### config.mk
export PLATFORM = sky130hd
export DESIGN_NAME = lcd_fb_arbiter_flat
export DESIGN_NICKNAME = d
export VERILOG_FILES = /design/src/rtl/lcd_fb_arbiter_if.sv /design/src/rtl/lcd_fb_arbiter.sv /design/src/flat_wrapper.sv
export SDC_FILE = /design/constraint.sdc
export NUM_CORES = 1
export LEC_CHECK = 0
export BUFFER_PORTS_ARGS = -buffer_cell sky130_fd_sc_hd__buf_2
export CORE_MARGIN = 1.5
export CORE_UTILIZATION = 30
export CTS_CLUSTER_SIZE = 20
export DETAILED_ROUTE_END_ITERATION = 7
export PLACE_DENSITY = 0.61
export SLEW_MARGIN = 20
export SYNTH_ARGS = -nofsm -noshare
export SYNTH_HDL_FRONTEND = slang
export SYNTH_SLANG_ARGS = --single-unit
### constraint.sdc
create_clock -name clk -period 2.49 [get_ports clk]
set_clock_uncertainty 0.2 [all_clocks]
set_input_delay 0.249 -clock clk [delete_from_list [all_inputs] [get_ports clk]]
set_output_delay 0.249 -clock clk [all_outputs]
set_load 0.01 [all_outputs]
### src/rtl/lcd_fb_arbiter_if.sv
// Bundle of the LCD refresh port, CPU access port and single-port RAM port
// that the framebuffer arbiter sits between.
interface lcd_fb_arbiter_if;
    logic        lcd_req;
    logic [13:0] lcd_addr;
    logic [7:0]  lcd_data;
    logic        lcd_valid;

    logic        cpu_req;
    logic        cpu_we;
    logic [13:0] cpu_addr;
    logic [7:0]  cpu_wdata;
    logic [7:0]  cpu_rdata;
    logic        cpu_ack;
    logic        cpu_err;

    logic        ram_en;
    logic        ram_we;
    logic [13:0] ram_addr;
    logic [7:0]  ram_wdata;
    logic [7:0]  ram_rdata;

    // Arbiter side.
    modport slave (
        input  lcd_req, lcd_addr,
        output lcd_data, lcd_valid,
        input  cpu_req, cpu_we, cpu_addr, cpu_wdata,
        output cpu_rdata, cpu_ack, cpu_err,
        output ram_en, ram_we, ram_addr, ram_wdata,
        input  ram_rdata
    );

    // Requesters plus RAM side.
    modport master (
        output lcd_req, lcd_addr,
        input  lcd_data, lcd_valid,
        output cpu_req, cpu_we, cpu_addr, cpu_wdata,
        input  cpu_rdata, cpu_ack, cpu_err,
        input  ram_en, ram_we, ram_addr, ram_wdata,
        output ram_rdata
    );
endinterface

### src/rtl/lcd_fb_arbiter.sv
// Framebuffer arbiter: shares one single-port RAM between LCD refresh reads
// and CPU accesses with fixed 3-cycle access latency and CPU starvation limit.
module lcd_fb_arbiter #(
    parameter int unsigned RES_X      = 320,
    parameter int unsigned RES_Y      = 240,
    parameter int unsigned FB_BYTES   = RES_X * RES_Y / 8,
    parameter int unsigned STARVE_MAX = 15
) (
    input logic             clk,
    input logic             rst,
    lcd_fb_arbiter_if.slave bus
);

    typedef enum logic [2:0] {
        IDLE      = 3'd0,
        ISSUE_LCD = 3'd1,
        ISSUE_CPU = 3'd2,
        RESP_LCD  = 3'd3,
        RESP_CPU  = 3'd4,
        CPU_ERR   = 3'd5
    } state_t;

    localparam logic [3:0] STARVE_LIM = 4'(STARVE_MAX);

    state_t      state, state_d;
    logic [3:0]  starve_cnt, starve_d;
    logic [13:0] addr_q, addr_d;
    logic [7:0]  wdata_q, wdata_d;
    logic        we_q, we_d;

    logic        cpu_win;
    logic        cpu_oob;

    logic [7:0]  lcd_data_o;
    logic        lcd_valid_o;
    logic [7:0]  cpu_rdata_o;
    logic        cpu_ack_o;
    logic        cpu_err_o;
    logic        ram_en_o;
    logic        ram_we_o;
    logic [13:0] ram_addr_o;
    logic [7:0]  ram_wdata_o;

    assign cpu_win = bus.cpu_req && (!bus.lcd_req || (starve_cnt == STARVE_LIM));
    assign cpu_oob = (32'(bus.cpu_addr) >= FB_BYTES);

    always_ff @(posedge clk) begin
        if (rst) begin
            state      <= IDLE;
            starve_cnt <= '0;
            addr_q     <= '0;
            wdata_q    <= '0;
            we_q       <= 1'b0;
        end else begin
            state      <= state_d;
            starve_cnt <= starve_d;
            addr_q     <= addr_d;
            wdata_q    <= wdata_d;
            we_q       <= we_d;
        end
    end

    // Outputs are decoded from the state register, so every strobe is exactly
    // one cycle wide and all outputs read as zero in IDLE (and after reset).
    always_comb begin
        state_d     = state;
        starve_d    = starve_cnt;
        addr_d      = addr_q;
        wdata_d     = wdata_q;
        we_d        = we_q;
        lcd_data_o  = '0;
        lcd_valid_o = 1'b0;
        cpu_rdata_o = '0;
        cpu_ack_o   = 1'b0;
        cpu_err_o   = 1'b0;
        ram_en_o    = 1'b0;
        ram_we_o    = 1'b0;
        ram_addr_o  = '0;
        ram_wdata_o = '0;

        unique case (state)
            IDLE: begin
                if (!bus.cpu_req) begin
                    starve_d = '0;
                end
                if (cpu_win) begin
                    starve_d = '0;
                    addr_d   = bus.cpu_addr;
                    wdata_d  = bus.cpu_wdata;
                    we_d     = bus.cpu_we;
                    state_d  = cpu_oob ? CPU_ERR : ISSUE_CPU;
                end else if (bus.lcd_req) begin
                    addr_d  = bus.lcd_addr;
                    wdata_d = '0;
                    we_d    = 1'b0;
                    state_d = ISSUE_LCD;
                    if (bus.cpu_req && (starve_cnt != 4'hF)) begin
                        starve_d = starve_cnt + 4'd1;
                    end
                end
            end
            ISSUE_LCD: begin
                ram_en_o   = 1'b1;
                ram_addr_o = addr_q;
                state_d    = RESP_LCD;
            end
            ISSUE_CPU: begin
                ram_en_o    = 1'b1;
                ram_we_o    = we_q;
                ram_addr_o  = addr_q;
                ram_wdata_o = wdata_q;
                state_d     = RESP_CPU;
            end
            RESP_LCD: begin
                lcd_valid_o = 1'b1;
                lcd_data_o  = bus.ram_rdata;
                state_d     = IDLE;
            end
            RESP_CPU: begin
                cpu_ack_o   = 1'b1;
                cpu_rdata_o = we_q ? 8'h00 : bus.ram_rdata;
                state_d     = IDLE;
            end
            CPU_ERR: begin
                cpu_ack_o = 1'b1;
                cpu_err_o = 1'b1;
                state_d   = IDLE;
            end
            default: begin
                state_d = IDLE;
            end
        endcase
    end

    assign bus.lcd_data  = lcd_data_o;
    assign bus.lcd_valid = lcd_valid_o;
    assign bus.cpu_rdata = cpu_rdata_o;
    assign bus.cpu_ack   = cpu_ack_o;
    assign bus.cpu_err   = cpu_err_o;
    assign bus.ram_en    = ram_en_o;
    assign bus.ram_we    = ram_we_o;
    assign bus.ram_addr  = ram_addr_o;
    assign bus.ram_wdata = ram_wdata_o;

endmodule

### src/flat_wrapper.sv
// flat-port wrapper written by rule: the top's interface ports become plain ports
module lcd_fb_arbiter_flat 
#(
    parameter int unsigned RES_X      = 320,
    parameter int unsigned RES_Y      = 240,
    parameter int unsigned FB_BYTES   = RES_X * RES_Y / 8,
    parameter int unsigned STARVE_MAX = 15
)
  (clk, rst, bus_lcd_req, bus_lcd_addr, bus_lcd_data, bus_lcd_valid, bus_cpu_req, bus_cpu_we, bus_cpu_addr, bus_cpu_wdata, bus_cpu_rdata, bus_cpu_ack, bus_cpu_err, bus_ram_en, bus_ram_we, bus_ram_addr, bus_ram_wdata, bus_ram_rdata);
  lcd_fb_arbiter_if bus_i ();
  input logic clk;
  input logic rst;
  input wire logic [$bits(bus_i.lcd_req)-1:0] bus_lcd_req;
  input wire logic [$bits(bus_i.lcd_addr)-1:0] bus_lcd_addr;
  output wire logic [$bits(bus_i.lcd_data)-1:0] bus_lcd_data;
  output wire logic [$bits(bus_i.lcd_valid)-1:0] bus_lcd_valid;
  input wire logic [$bits(bus_i.cpu_req)-1:0] bus_cpu_req;
  input wire logic [$bits(bus_i.cpu_we)-1:0] bus_cpu_we;
  input wire logic [$bits(bus_i.cpu_addr)-1:0] bus_cpu_addr;
  input wire logic [$bits(bus_i.cpu_wdata)-1:0] bus_cpu_wdata;
  output wire logic [$bits(bus_i.cpu_rdata)-1:0] bus_cpu_rdata;
  output wire logic [$bits(bus_i.cpu_ack)-1:0] bus_cpu_ack;
  output wire logic [$bits(bus_i.cpu_err)-1:0] bus_cpu_err;
  output wire logic [$bits(bus_i.ram_en)-1:0] bus_ram_en;
  output wire logic [$bits(bus_i.ram_we)-1:0] bus_ram_we;
  output wire logic [$bits(bus_i.ram_addr)-1:0] bus_ram_addr;
  output wire logic [$bits(bus_i.ram_wdata)-1:0] bus_ram_wdata;
  input wire logic [$bits(bus_i.ram_rdata)-1:0] bus_ram_rdata;
  assign bus_i.lcd_req = bus_lcd_req;
  assign bus_i.lcd_addr = bus_lcd_addr;
  assign bus_lcd_data = bus_i.lcd_data;
  assign bus_lcd_valid = bus_i.lcd_valid;
  assign bus_i.cpu_req = bus_cpu_req;
  assign bus_i.cpu_we = bus_cpu_we;
  assign bus_i.cpu_addr = bus_cpu_addr;
  assign bus_i.cpu_wdata = bus_cpu_wdata;
  assign bus_cpu_rdata = bus_i.cpu_rdata;
  assign bus_cpu_ack = bus_i.cpu_ack;
  assign bus_cpu_err = bus_i.cpu_err;
  assign bus_ram_en = bus_i.ram_en;
  assign bus_ram_we = bus_i.ram_we;
  assign bus_ram_addr = bus_i.ram_addr;
  assign bus_ram_wdata = bus_i.ram_wdata;
  assign bus_i.ram_rdata = bus_ram_rdata;
  lcd_fb_arbiter #(.RES_X(RES_X), .RES_Y(RES_Y), .FB_BYTES(FB_BYTES), .STARVE_MAX(STARVE_MAX)) u_core (.clk(clk), .rst(rst), .bus(bus_i));
endmodule
# After elaboration in Yosys (flattened, before gate mapping)
# Cells that the tools add are included.
# word_totals
out_inout_bits,43
regBits,30
elab_cells,48
in_bits,49
# classes
reduce_logical,9
n_mux,24
magnitude_cmp,1
n_addsub,1
n_eq_ne,8
# op_table
cell,count
2-to-1 mux 8 bit,6
2-to-1 mux 14 bit,3
2-to-1 mux 4 bit,4
"greater-or-equal comparator 14 bit, second input constant",1
2-to-1 mux 3 bit,3
one-hot mux 3 bit (3 select lines),1
2-to-1 mux 1 bit,7
"== test 3 x 2 -> 1 bit, second input constant",2
"== test 3 bit, second input constant",2
"adder 4 x 1 -> 4 bit, second input constant",1
"== test 4 bit, second input constant",1
"inequality test 4 bit, second input constant",1
OR reduction 2 bit,2
"== test 3 x 1 -> 1 bit, second input constant",1
logical NOT 3 bit,1
"inequality test 3 x 2 -> 1 bit, second input constant",1
logical AND 1 bit,2
AND reduction 2 bit,1
nonzero test 2 bit,1
logical NOT 1 bit,1
logical OR 1 bit,1

# Depth between registers and ports, before layout
# Gate-level depths: netlist of the first run.
# depth
word_depth,5
depth_mapped,6
depth_no_buf,4

# Worst setup path after synthesis of the first run
# OpenSTA, ideal clock, no wires.
# synth_timing
path_type,reg-to-reg
start,reg u_core.starve_cnt[0]
end,reg u_core.starve_cnt[3]
n_path_buf,1
setup_slack_ns,0.643
period_less_slack_ns,1.847
t_required_ns,2.197
stages_incl_launch_ff,6
arrival_ns,1.554
setup_ns,0.093
path_cell_list,dfxtp_1 -> ha_1 -> and3_1 -> clkbuf_1 -> or4b_1 -> o311ai_2
# synth_via
elab_chain_len,5
word_cells_on_any_way,9
classes_between,add/sub (1); eq/ne (2); mux (3); reduce/logical (3)
# synth_rtl
element,line,rtl
from (decl),lcd_fb_arbiter.sv:26,"logic [3:0] starve_cnt, starve_d;"
from (signal assigned),lcd_fb_arbiter.sv:56,starve_cnt <= starve_d;
"parallel branches: the longest is 4 deep, another holds adder 4 x 1 -> 4 bit",--,
2-to-1 mux 4 bit (*),lcd_fb_arbiter.sv:86,if (cpu_win) begin
# Every way passes the cells marked *.
# A chain may end at the register's enable or synchronous reset.

# Final worst setup path of the first run
# layout_timing
start,reg u_core.state[0]
end,out bus_lcd_data[7]
# layout_via
elab_chain_len,2
# layout_rtl
element,line,rtl
from (decl),lcd_fb_arbiter.sv:25,"state_t state, state_d;"
from (signal assigned),lcd_fb_arbiter.sv:55,state <= state_d;
== test 3 x 2 -> 1 bit,lcd_fb_arbiter.sv:81,unique case (state)
2-to-1 mux 8 bit,lcd_fb_arbiter.sv:81,
to (decl),flat_wrapper.sv:15,output wire logic [$bits(bus_i.lcd_data)-1:0] bus_lcd_data;
# Every way passes these cells.

==> results of run 1 <==
[synth_stat cells (all sizes together)]
master   count
a21oi       19
or3          1
dfxtp       30
o32ai        9
nand4b       2
o311ai       1
nor2b        2
o211ai      16
o211a        1
buf          6
nor3         3
and2        42
ha           1
clkbuf      15
nand2        5
and3b        1
o2bb2ai      1
a211o        1
a311oi      14
clkinv       1
nor2         2
o21ai        4
nand2b      10
nor3b        2
xnor2        1
or4b         1
inv         10
and3         2
nand4        3
nand3       16
or2          1
[kinds of logic (layout without fill, tap and decap cells)]
kind of cell / count (synthesis) / in the layout / synth area share [%]
adder cells (fa/ha/maj): 1 / 1 / 0.6924
AO/OA/AOI/OAI: 66 / 66 / 26.59
XOR/XNOR: 1 / 1 / 0.4849
flip-flops: 30 / 30 / 33.24
buffers and inverters: 32 / 121 / 7.410
AND/OR/NAND/NOR: 93 / 93 / 31.58
[cell type report]
class,count,area [um2],area share (%)
Inverter,11,41.29,1.694
Clock buffer,7,86.33,3.542
Timing Repair Buffer,102,538.0,22.07
Multi-Input combinational cell,161,1072,43.99
Sequential cell,30,600.6,24.64
Tap cell,75,93.84,3.850
Clock inverter,1,5.005,0.2053
[critical path, delay by kind of cell (launching register included)]
family	cells	cell delay, ps
buffers and inverters	1	120
flip-flops	1	560
AND/OR/NAND/NOR	3	640
[sequential cells by signal, summed over array words and instances (netlist names)]
register,count
u_core.addr_q,14
u_core.starve_cnt,4
u_core.state,3
u_core.wdata_q,8
u_core.we_q,1
[worst max-delay path by stage]
stage | startpoint | depth (start not counted) | slack, ps | endpoint
after floorplan | u_core.starve_cnt[0]$_SDFFE_PP0P_ | 5 | 640 | u_core.starve_cnt[3]$_SDFFE_PP0P_
after global placement | u_core.state[0]$_SDFFE_PP0P_ | 3 | 620 | u_core.starve_cnt[3]$_SDFFE_PP0P_
after detailed placement | u_core.state[0]$_SDFFE_PP0P_ | 3 | 580 | u_core.starve_cnt[3]$_SDFFE_PP0P_
after CTS | u_core.state[2]$_SDFFE_PP0P_ | 5 | 420 | bus_cpu_rdata[5]
after global routing | u_core.state[0]$_SDFFE_PP0P_ | 4 | 230 | bus_lcd_data[7]
final | u_core.state[0]$_SDFFE_PP0P_ | 4 | 440 | bus_lcd_data[7]
[metrics by stage]
stage	cell area, um2	std cells
after floorplan	1807	223
after global placement	2346	379
after detailed placement	2346	379
after CTS	2437	387
after global routing	2437	387
final	2437	387
[report_power, final]
part | switching (mW) | total (mW) | internal (mW)
logic | 0.194 | 0.361 | 0.167
clock network | 0.176 | 0.399 | 0.222
registers | 0.0360 | 0.565 | 0.529
total | 0.407 | 1.33 | 0.919
[layer usage]
layer / share of wire (%) / routed length, um / track usage [%]
met5: 0 / 0 / 0
met4: 2.3 / 116 / 7.586
met3: 6.5 / 333 / 5.341
met2: 44 / 2269 / 25.46
met1: 47 / 2388 / 20.04
==> metrics.cfg, run 1 <==
[global_routing]
first_global_vias=1755
grt_pass1_wl_mm=8.038
grt_antenna_before_repair=0
grt_overflow_total=0
grt_usage_pct=16.28
grt_max_degree=40

[detailed_routing]
drc_errors=0
num_vias=1931
drt-total-wl_mm=5.108
drtIter0Drc=61
post_drt_via_cell_ratio=4.990
firstDrtPassIters=4
ant_nets=0
wire_per_inst_um=13.20

[final_layout]
final_util_pct=41.66
fin_nets=361
fillCellCount=595
area_growth_pct=34.90
final_common_cell=buf_2
layout-drive-gt1-share_pct=36.22
antenna_cells=0
mostFrequentLayoutCells=buf_2, and2_1, dfxtp_1

[min_path]
min_path_type=in -> reg
min_path_cells=3
hold_start=bus_cpu_wdata[2]
hold_end=u_core.wdata_q[2]$_SDFFE_PP0P_

[clocking]
cts_made_buffers=5
cts_buffer_depth=2
cts.sinks=30
path_clk_slew_ps=60
clkLatencyLatePin_ps=280
cts_setup_buffers=0
htree_levels=2
cts_resized=0
cts_tree=built
hold_buffers=0
cts-root-buf=clkbuf_8

[die]
core-area_um2=5851
die-area_um2=6497
rows=28
io_pins=92
start_util_pct=30.88
fp.dieH_um=80.61
die_w_um=80.61

[timing]
setup_tns_ps=0
setup_ws_ps=435.7
post-route-period-util_pct=82.50
setup_violations=0
hold_viol=0
period_minus_slack_ps=2054
rsz0062_at_grt=no
fin_hold_ws_ps=28.04
worstMarginPinSlew_ps=641.4
drv_slew=0
max_freq_ghz=0.4868
max_slew_margin_pct=57.24

[logic_synthesis]
synth.net_count=273
synth.distinct_cells=34
synth_top_area_cell=dfxtp_1
syn_area_um2=1807
netlist_instances=223
netlist.area_leader.share_pct=33.24
synth-seq-cells=30
ys_top_cells_by_area=dfxtp_1, and2_1, a311oi_1
yosys_warnings=0
syn_area_per_cell_um2=8.102
synth_seq_area_share_pct=33.24

[power]
finalPower_mw=1.325
p_leak_nw=1.153
power_density_nw_per_um2=543.7
vdd_drop_max_v=0.0002999

[worst_setup_path]
crit_arrival_ps=1610
slowest_stage=dfxtp_1
rr_worst_depth=3
r2r-start=u_core.state[0]$_SDFFE_PP0P_
path_class=reg -> out
path_cells=nand2_1 -> nor2_1 -> and2_1 -> buf_2
reg2reg_to=u_core.starve_cnt[3]$_SDFFE_PP0P_
slowest_delay_ps=560
reg2reg_slack_ps=570
crit_fanout=11
critPathLaunchType=register
critical_path_required_ps=2040
end_kind=output pin

[outcome]
run_status=finished, final reports clean

[placement]
dpl.hpwl_mm=3.714
portBuffers=91
place_ws_ps=576.5
place.gp.congestion=0.7771

[run]
drv_cap=0

Note: power is estimated with default switching activity, not from simulation.
==> run 2: changes to the inputs <==
- clock period: 2.49 -> 1.9 ns (I/O delays scaled with it)
==> run 2 against run 1 <==
Sequential power rose by 28%. Clock-buffer cell count down 2. Routed wire length grew 13%. Sequential cell count is the same. Register-to-register slack worse by 440 ps. Via count is 12% higher. Worst setup slack got worse by 370 ps.
==> metrics.cfg, run 2 (synthesized netlist as in run 1, its figures left out) <==
[final_layout]
top_register=u_core.addr_q
layout-drive-gt1-share_pct=36.89
final_common_cell=buf_2
antenna_cells=0
top_regs=u_core.addr_q (14), u_core.wdata_q (8), u_core.starve_cnt (4)
area_growth_pct=55.96
fin_nets=396
fillCellCount=592
largest_reg_flops=14
final_util_pct=48.16
mostFrequentLayoutCells=buf_2, and2_1, dfxtp_1

[global_routing]
grt_antenna_before_repair=0
grt_usage_pct=18.23
first_global_vias=1930
grt_overflow_total=0
grt_max_degree=29
grt_pass1_wl_mm=9.108

[clocking]
cts.sinks=30
cts-root-buf=clkbuf_8
path_clk_slew_ps=70
clkLatencyLatePin_ps=290
cts_tree=built
htree_levels=2
cts_made_buffers=5
cts_buffer_depth=2

[timing]
setup_ws_ps=63.01
fin_hold_ws_ps=10.70
period_minus_slack_ps=1837
max_freq_ghz=0.5444
drv_slew=0
post-route-period-util_pct=96.68
hold_viol=0
setup_violations=0
rsz0062_at_grt=yes
max_slew_margin_pct=68.45
worstMarginPinSlew_ps=473.3

[detailed_routing]
firstDrtPassIters=4
drc_errors=0
drtIter0Drc=104
num_vias=2154
drt-total-wl_mm=5.759
wire_per_inst_um=13.65
post_drt_via_cell_ratio=5.104
ant_nets=0

[worst_setup_path]
critical_path_required_ps=1510
crit_fanout=8
crit_arrival_ps=1450
critPathLaunchType=register
end_kind=output pin
path_class=reg -> out

[die]
fp.dieH_um=80.61
core-area_um2=5851
die-area_um2=6497
rows=28
start_util_pct=30.88
io_pins=92
die_w_um=80.61

[placement]
portBuffers=91
place.gp.congestion=0.8519
dpl.hpwl_mm=3.812
place_ws_ps=102.8

[min_path]
min_path_type=in -> reg

[power]
p_leak_nw=1.327
vdd_drop_max_v=0.0003296
finalPower_mw=1.933
power_density_nw_per_um2=686.1

[run]
drv_cap=0

[outcome]
run_status=finished, final reports clean

==> run 2: report_power, final <==
part / switching (mW) / internal (mW)
registers: 0.0326 / 0.694
clock network: 0.249 / 0.385
logic: 0.291 / 0.281
==> run 2: critical path, cell delays in order, from the launching register on <==
cell     delay [ps]
dfxtp_2         330
buf_6           120
nor2b_4         150
nor3b_2         160
buf_4           160
and2_1          120
buf_2           120
==> run 2: through the flow <==
stage	std cells	instance area (um2)	TNS (ps)
6_report	422	2818	0
5_1_grt	422	2818	-163.8
4_1_cts	421	2785	0
3_5_place_dp	388	2414	0
3_3_place_gp	388	2414	0
2_1_floorplan	223	1807	0
==> run 2: final timing paths <==
path / startpoint / cells past startpoint / slack (ps) / end
hold / removal: bus_cpu_addr[4] / 3 / 10 / u_core.addr_q[4]$_SDFFE_PP0P_
setup reg to reg: u_core.state[2]$_SDFFE_PP0P_ / 3 / 130 / u_core.starve_cnt[3]$_SDFFE_PP0P_
setup / recovery: u_core.state[2]$_SDFFE_PP0P_ / 6 / 60 / bus_cpu_rdata[4]
hold reg to reg: u_core.starve_cnt[1]$_SDFFE_PP0P_ / 2 / 280 / u_core.starve_cnt[1]$_SDFFE_PP0P_
==> run 2: final cells by class <==
class / instances / area (um2) / area share, %
flip-flops and latches: 30 / 601.8 / 21.36
clock inverters: 3 / 40.04 / 1.421
repair buffers: 137 / 884.6 / 31.39
well taps: 75 / 93.84 / 3.330
inverters: 11 / 41.29 / 1.465
multi-input cells: 161 / 1087 / 38.59
clock buffers: 5 / 68.82 / 2.442
==> run 2: layer usage <==
metal	up-vias	GRT usage (%)	wire length (um)
li1	1065	-	-
met1	987	22.01	2586
met2	90	30.67	2681
met3	12	4.545	397
met4	0	7.414	93
met5	-	0	0
==> run 2: what timing repair did <==
item | in CTS | in global routing
endpoints found under the hold margin | 23 | 0
cloned | 0 | 0
gates resized for setup | 3 | 7
setup endpoints to repair | 8 | 40
hold buffers | 25 | 0
setup buffers | 0 | 1
pin swaps | 0 | 3
==> run 3: changes to the inputs <==
--- a/config.mk
+++ b/config.mk
@@ -7,9 +7,11 @@
 export LEC_CHECK = 0
 export BUFFER_PORTS_ARGS = -buffer_cell sky130_fd_sc_hd__buf_2
+export CELL_PAD_IN_SITES_DETAIL_PLACEMENT = 0
+export CELL_PAD_IN_SITES_GLOBAL_PLACEMENT = 1
 export CORE_MARGIN = 1.5
 export CORE_UTILIZATION = 30
 export CTS_CLUSTER_SIZE = 20
 export DETAILED_ROUTE_END_ITERATION = 7
-export PLACE_DENSITY = 0.61
+export PLACE_DENSITY = 0.74
 export SLEW_MARGIN = 20
 export SYNTH_ARGS = -nofsm -noshare
==> constraint.sdc (replaced) <==
create_clock -name clk -period 1.9 [get_ports clk]
set_clock_uncertainty 0.2 [all_clocks]
set_input_delay 0.19 -clock clk [delete_from_list [all_inputs] [get_ports clk]]
set_output_delay 0.19 -clock clk [all_outputs]
set_load 0.05 [all_outputs]
==> run 3 against run 2 <==
Critical path depth shrank 1. Register-to-register slack about the same. First-iteration DRC count decreased by 54%. Sequential power grew 2%. Sequential cell count unchanged. Fmax is 1.3% lower. Die area unchanged. Combinational power is 39% higher. Non-clock buffer count down 2. Critical path type unchanged.
==> metrics.cfg, run 3 (synthesized netlist as in run 1, its figures left out) <==
[worst_setup_path]
critPathLaunchType=register
cp_num_buf_inv=3
crit_top_cell=buf_6
crit_fanout=7
slowest_stage=dfxtp_4
critical_path_required_ps=1510
end_kind=output pin
rr_worst_depth=3
slowest_delay_ps=370
crit_family=buffers and inverters
cp.depth=5
crit_arrival_ps=1470
path_cells=buf_6 -> nor3b_4 -> buf_6 -> and2_4 -> buf_8
path_class=reg -> out

[timing]
drv_slew=0
hold_viol=0
period_minus_slack_ps=1862
post-route-period-util_pct=97.98
worstMarginPinSlew_ps=465.6
setup_violations=0
setup_tns_ps=0
rsz0062_at_grt=yes
setup_ws_ps=38.40
max_freq_ghz=0.5372
max_slew_margin_pct=68.63

[placement]
portBuffers=91
place.gp.congestion=0.8538
place_inst=389
dpl.hpwl_mm=3.956
place_ws_ps=69.25

[clocking]
cts.sinks=30
cts_buffer_depth=2
cts-root-buf=clkbuf_8
cts_made_buffers=5
clkLatencyLatePin_ps=280
htree_levels=2
path_clk_slew_ps=70
cts_tree=built

[detailed_routing]
drc_errors=0
drtIter0Drc=48
met2_length_mm=2.981
post_drt_via_cell_ratio=4.988
wl_met1_mm=2.553
wire_per_inst_um=14.13
firstDrtPassIters=4
num_vias=2095
drt-total-wl_mm=5.936
route.met3.wl_um=289
ant_nets=0
routed.top_layer=met4

[final_layout]
top_regs=u_core.addr_q (14), u_core.wdata_q (8), u_core.starve_cnt (4)
area_growth_pct=71.61
top_register=u_core.addr_q
fillCellCount=553
antenna_cells=0
fin_nets=394
final_cells=420
mostFrequentLayoutCells=buf_2, buf_4, dfxtp_1
layout-drive-gt1-share_pct=46.38
final_common_cell=buf_2
largest_reg_flops=14

[die]
rows=28
fp.dieH_um=80.61
start_util_pct=30.88
io_pins=92
core-area_um2=5851
die-area_um2=6497
die_w_um=80.61

[min_path]
min_path_cells=3
min_path_type=in -> reg

[global_routing]
first_global_vias=2007
grt_overflow_total=0
grt_antenna_before_repair=0
grt_max_degree=25
grt_usage_pct=18.50
grt_pass1_wl_mm=9.190

[run]
drv_cap=0

[outcome]
run_status=finished, final reports clean

[power]
power_density_nw_per_um2=696.5
p_leak_nw=1.372
vdd_drop_max_v=0.0003585

## run 3: worst paths after layout
| kind | from | to | slack, ps |
|---|---|---|---|
| setup / recovery | u_core.state[0]$_SDFFE_PP0P_ | bus_ram_wdata[0] | 40 |
| hold / removal | bus_lcd_addr[9] | u_core.addr_q[9]$_SDFFE_PP0P_ | 4 |
| setup reg to reg | u_core.state[0]$_SDFFE_PP0P_ | u_core.starve_cnt[3]$_SDFFE_PP0P_ | 120 |
| hold reg to reg | u_core.starve_cnt[1]$_SDFFE_PP0P_ | u_core.starve_cnt[1]$_SDFFE_PP0P_ | 280 |
## run 3: stage by stage
step	total power [mW]	util, %	cell area, um2	hold WS (ps)
after detailed placement	1.429	42.00	2457	262.4
after global placement	1.426	42.00	2457	260.0
after global routing	2.285	52.99	3100	9.828
final	2.159	52.99	3100	4.445
after CTS	2.128	49.68	2907	1.797
after floorplan	1.201	-	1844	151.7
## run 3: layout make-up
cell class              instances  area [um2]  area share, %
clock buffers                   5       68.82          2.220
clock inverters                 3       40.04          1.291
inverters                      11       41.29          1.332
multi-input cells             161        1154          37.21
flip-flops and latches         30       609.3          19.65
well taps                      75       93.84          3.027
repair buffers                135        1094          35.27
## run 3: where the power goes
part	total [mW]	leakage [nW]	internal [mW]	switching [mW]
combinational	0.797	1.07	0.342	0.455
sequential	0.739	0.248	0.695	0.0442
clock	0.623	0.0579	0.385	0.238
total	2.16	1.37	1.42	0.737
## run 3: worst min-delay path, stage by stage
cell      delay [ps]
buf_2            100
nand3_1           60
a311oi_1          90
## run 3: repair_timing
item | CTS | global route
hold buffers | 21 | 0
hold endpoints to repair | 21 | 0
buffers inserted | 0 | 1
setup endpoints to repair | 39 | 41
pin swaps | 0 | 8
gates cloned | 1 | 0
resized for setup | 47 | 57
## run 3: per-layer routing
metal	global-route usage (%)	vias to the layer above
met3	3.864	10
met2	31.43	63
met4	7.931	0
met5	0	-
met1	22.37	967
li1	-	1055
